### src/rtl/sixty_ctrl.sv
// Seconds-stage run/stop/set controller: BCD units/tens pair counting 00..59
// from a one-cycle tick, with minute carry and range-guarded digit loads.
module sixty_ctrl #(
  parameter int ONES_MOD = 10,
  parameter int TENS_MOD = 6
) (
  input  logic       clk,
  input  logic       rst,
  input  logic       tick,
  input  logic       start,
  input  logic       stop,
  input  logic       clear,
  input  logic       set_en,
  input  logic [3:0] set_tens,
  input  logic [3:0] set_ones,
  output logic [3:0] ones,
  output logic [3:0] tens,
  output logic       carry,
  output logic       running,
  output logic       set_err
);

  localparam logic [3:0] ONES_MAX = 4'(ONES_MOD - 1);
  localparam logic [3:0] TENS_MAX = 4'(TENS_MOD - 1);

  typedef enum logic {IDLE, RUN} state_t;

  state_t     r_state;
  logic [3:0] r_ones;
  logic [3:0] r_tens;
  logic       r_carry;
  logic       r_running;
  logic       r_set_err;

  logic w_set_ok;
  logic w_ones_wrap;
  logic w_tens_wrap;

  assign w_set_ok    = (r_state == IDLE) &&
                       (set_ones <= ONES_MAX) &&
                       (set_tens <= TENS_MAX);
  assign w_ones_wrap = (r_ones == ONES_MAX);
  assign w_tens_wrap = (r_tens == TENS_MAX);

  // Strict priority chain: a higher input masks every lower one this cycle.
  always_ff @(posedge clk) begin
    if (rst) begin
      r_state   <= IDLE;
      r_ones    <= 4'd0;
      r_tens    <= 4'd0;
      r_carry   <= 1'b0;
      r_running <= 1'b0;
      r_set_err <= 1'b0;
    end else begin
      r_carry   <= 1'b0;
      r_set_err <= 1'b0;
      if (clear) begin
        r_ones <= 4'd0;
        r_tens <= 4'd0;
      end else if (set_en) begin
        if (w_set_ok) begin
          r_ones <= set_ones;
          r_tens <= set_tens;
        end else begin
          r_set_err <= 1'b1;
        end
      end else if (stop) begin
        r_state   <= IDLE;
        r_running <= 1'b0;
      end else if (start) begin
        r_state   <= RUN;
        r_running <= 1'b1;
      end else if (tick && r_state == RUN) begin
        if (w_ones_wrap) begin
          r_ones <= 4'd0;
          if (w_tens_wrap) begin
            r_tens  <= 4'd0;
            r_carry <= 1'b1;
          end else begin
            r_tens <= r_tens + 4'd1;
          end
        end else begin
          r_ones <= r_ones + 4'd1;
        end
      end
    end
  end

  assign ones    = r_ones;
  assign tens    = r_tens;
  assign carry   = r_carry;
  assign running = r_running;
  assign set_err = r_set_err;

endmodule

### config.mk
export PLATFORM = sky130hd
export DESIGN_NAME = sixty_ctrl
export DESIGN_NICKNAME = d
export VERILOG_FILES = /design/src/rtl/sixty_ctrl.sv
export SDC_FILE = /design/constraint.sdc
export NUM_CORES = 1
export LEC_CHECK = 0
export BUFFER_PORTS_ARGS = -buffer_cell sky130_fd_sc_hd__buf_2
export CORE_AREA = 2 2 39 41
export CTS_BUF_LIST = sky130_fd_sc_hd__clkbuf_4 sky130_fd_sc_hd__clkbuf_8
export CTS_CLUSTER_SIZE = 16
export DETAILED_ROUTE_END_ITERATION = 8
export DIE_AREA = 0 0 41 43
export PLACE_DENSITY = 0.82
export SYNTH_ARGS = -nofsm -noshare
export SYNTH_HDL_FRONTEND = slang
export SYNTH_SLANG_ARGS = --single-unit
### constraint.sdc
create_clock -name clk -period 3.5 [get_ports clk]
set_clock_uncertainty 0.15 [all_clocks]
set_input_delay 1.05 -clock clk [delete_from_list [all_inputs] [get_ports clk]]
set_output_delay 1.05 -clock clk [all_outputs]
set_load 0.01 [all_outputs]
==> flow_summary.json <==
{
  "status": "finished, final reports clean",
  "die_area_um2": 1760,
  "clk_latency_ns": 0.27,
  "ys_ff_latch": 11,
  "fmax_ghz": 0.435,
  "tightestPinTransition_ns": 0.461,
  "worstHoldStart": "tens[1]",
  "drt_iter0_drc": 27,
  "grt_pass1_wl_mm": 2.63,
  "setup-violations-final": 0,
  "place_inst": 119,
  "end_kind": "register",
  "finalWirelength_mm": 1.64,
  "min_path_type": "register to register",
  "h-tree-depth": 1,
  "cts_made_buffers": 3,
  "cp-start-kind": "input pin",
  "die_h_um": 43,
  "fin_setup_tns_ns": 0,
  "hold_viol": 0,
  "grt_pass1_vias": 613,
  "drv_cap": 0,
  "grt_overflow": 0,
  "crit_type": "input pin to register",
  "grt_max_degree": 15,
  "track_usage_pct": 21.8,
  "drive_above_1_share_pct": 32.7,
  "clock-sinks": 11,
  "synth-simple-area-share_pct": 29.5,
  "final.min_clock_period_ns": 2.30,
  "r2r-start": "ones[3]",
  "synthXorXnorAreaFrac_pct": 0,
  "drc": 0,
  "clkSlewWorstSetupHoldPaths_ns": 0.07,
  "drv_slew": 0,
  "fin_crit_sh_pct": 65.7,
  "die_x_um": 41,
  "worstPathMaxFanout": 14,
  "yosysUniqueCellTypes": 37,
  "reg2regPathDepth": 4,
  "synth_compound_area_share_pct": 32.0,
  "nFillCells": 131,
  "multi_input_area_um2": 422,
  "ant_nets": 0,
  "ir_drop_v": 0.000182,
  "powerDensity_nw_per_um2": 316,
  "avgSynthCellArea_um2": 8.16,
  "max_slew_margin_pct": 69.2,
  "ys_warn_count": 0,
  "min_path_cells": 1,
  "io_buffers": 25,
  "synth_nets": 97,
  "syn_inst": 82,
  "required_ns": 3.53,
  "tritoncts": "yes",
  "placementRows": 14,
  "reg2reg_to": "tens[0]",
  "gp_congestion": 0.835,
  "syn2layout_area_growth_pct": 23.7,
  "initial_core_util_pct": 48.4,
  "hold_buffers": 0,
  "ff_latch_area_um2": 220,
  "ys_seq_area_share_pct": 32.9,
  "antenna_found_initial": 0,
  "ios": 26,
  "cts-root-buf": "clkbuf_4",
  "r2r_slack_ns": 1.85,
  "synth-adder-area-share_pct": 0,
  "min_to": "carry",
  "grt_setup_unrepaired": "no",
  "syn_area_um2": 669,
  "cts_setup_buffers": 0,
  "cts_resized": 0,
  "cts_buffer_depth": 2,
  "power.leakage_nw": 0.364,
  "synth_mux_area_share_pct": 1.50,
  "firstDrtPassIters": 4,
  "critPathArrivalTime_ns": 2.33,
  "vias": 752,
  "post-dp-hpwl_mm": 1.22,
  "via_per_inst": 6.11,
  "layout.cells.non_filler": 123,
  "coreArea_um2": 1380,
  "synth_top_family_by_area": "compound AO/OA/AOI/OAI gates",
  "antennaDiodeCount": 0,
  "nets": 123,
  "wire_per_inst_um": 13.4
}
cells in the mapped netlist:
cell type  count  area share, %
nand4bb_1      1            1.7
o22ai_1        3            2.8
mux2i_1        1            1.5
or2_2          1           0.94
a221oi_1       2            2.6
nand2_1        9            5.0
and4b_1        1            1.5
nor2b_1        3            2.8
o211ai_1       1            1.1
a21oi_1        6            4.5
a31o_2         1            1.3
nor4b_1        1            1.3
and3_1         1           0.94
nor3b_1        1            1.1
clkbuf_1       3            1.7
a31oi_1        1           0.94
nor4b_4        1            3.6
a2bb2oi_1      1            1.3
a22o_1         1            1.3
o2111ai_1      1            1.3
a211oi_2       1            1.9
inv_1          3            1.7
a22oi_1        1            1.1
a211oi_1       2            2.2
buf_2          1           0.75
dfxtp_1       11             33
o31ai_1        1            1.1
nor4_1         1           0.94
o211a_1        1            1.5
nor2_1         4            2.2
nand4_1        1           0.94
o21ai_0        7            5.2
nand3_1        4            3.0
and4_4         1            1.7
o221a_2        1            1.7
or3_1          1           0.94
and2_1         1           0.94
worst max path at each step:
stage,endpoint,startpoint,slack (ns),cells after the start
floorplan,tens[1],set_en,1.25,4
global placement,tens[1],set_en,0.97,5
detailed placement,tens[0],set_en,0.92,5
CTS,tens[0],set_en,1.20,5
global route,tens[0],set_en,1.10,5
finish,tens[0],set_en,1.20,5
critical path, cell delays in order:
cell and delay (ns):
buf_2 0.18, nor4b_4 0.45, and4_4 0.30, o22ai_1 0.06, a221oi_1 0.28
power breakdown:
group	internal [mW]	leakage [nW]	switching [mW]
registers	0.127	0.0890	0.00345
logic	0.0164	0.257	0.0212
clock network	0.0519	0.0184	0.0417
total	0.196	0.364	0.0663
layout by cell type, fill, tap and decap left out, drive strengths merged, types with 2 or more instances in the layout:
cell    count
a211oi      3
a221oi      2
a21oi       6
dfxtp      11
buf        25
nand2       9
nor2b       3
nor4b       2
nand3       4
clkbuf      4
o21ai       7
inv         3
o22ai       3
nor2        4
logic make-up (layout without fill, tap and decap cells):
| family | Yosys count | after routing |
|---|---|---|
| compound gates | 31 | 31 |
| buf+inv | 7 | 32 |
| flops | 11 | 11 |
| mux | 1 | 1 |
| simple gates | 32 | 32 |
cell type report:
class | instances | area share (%)
multi-input combinational | 64 | 50.9
sequential | 11 | 26.6
timing repair buffer | 25 | 15.1
clock buffer | 4 | 3.63
tap | 16 | 2.42
inverter | 3 | 1.36
state kept, by name, summed over array words and instances, names as in the netlist:
signal,flops
ones,4
set_err,1
carry,1
running,1
tens,4
stage by stage:
step	setup WS [ns]	total power [mW]	hold slack, ns	instance area, um2	utilization, %
after global placement	0.967	0.170	0.350	798	57.7
after floorplan	1.25	0.154	0.368	669	-
after global routing	1.10	0.275	0.400	828	59.9
after detailed placement	0.921	0.171	0.356	798	57.7
after CTS	1.20	0.263	0.364	828	59.9
final	1.20	0.262	0.365	828	59.9
routing by layer:
layer,vias to the layer above,track usage [%],share of wire (%)
met4,0,10.0,2.1
met3,5,3.14,10
met1,337,29.6,43
li1,366,-,-
met2,44,32.8,44
met5,-,0,0
Note: power is estimated with default switching activity, not from simulation.
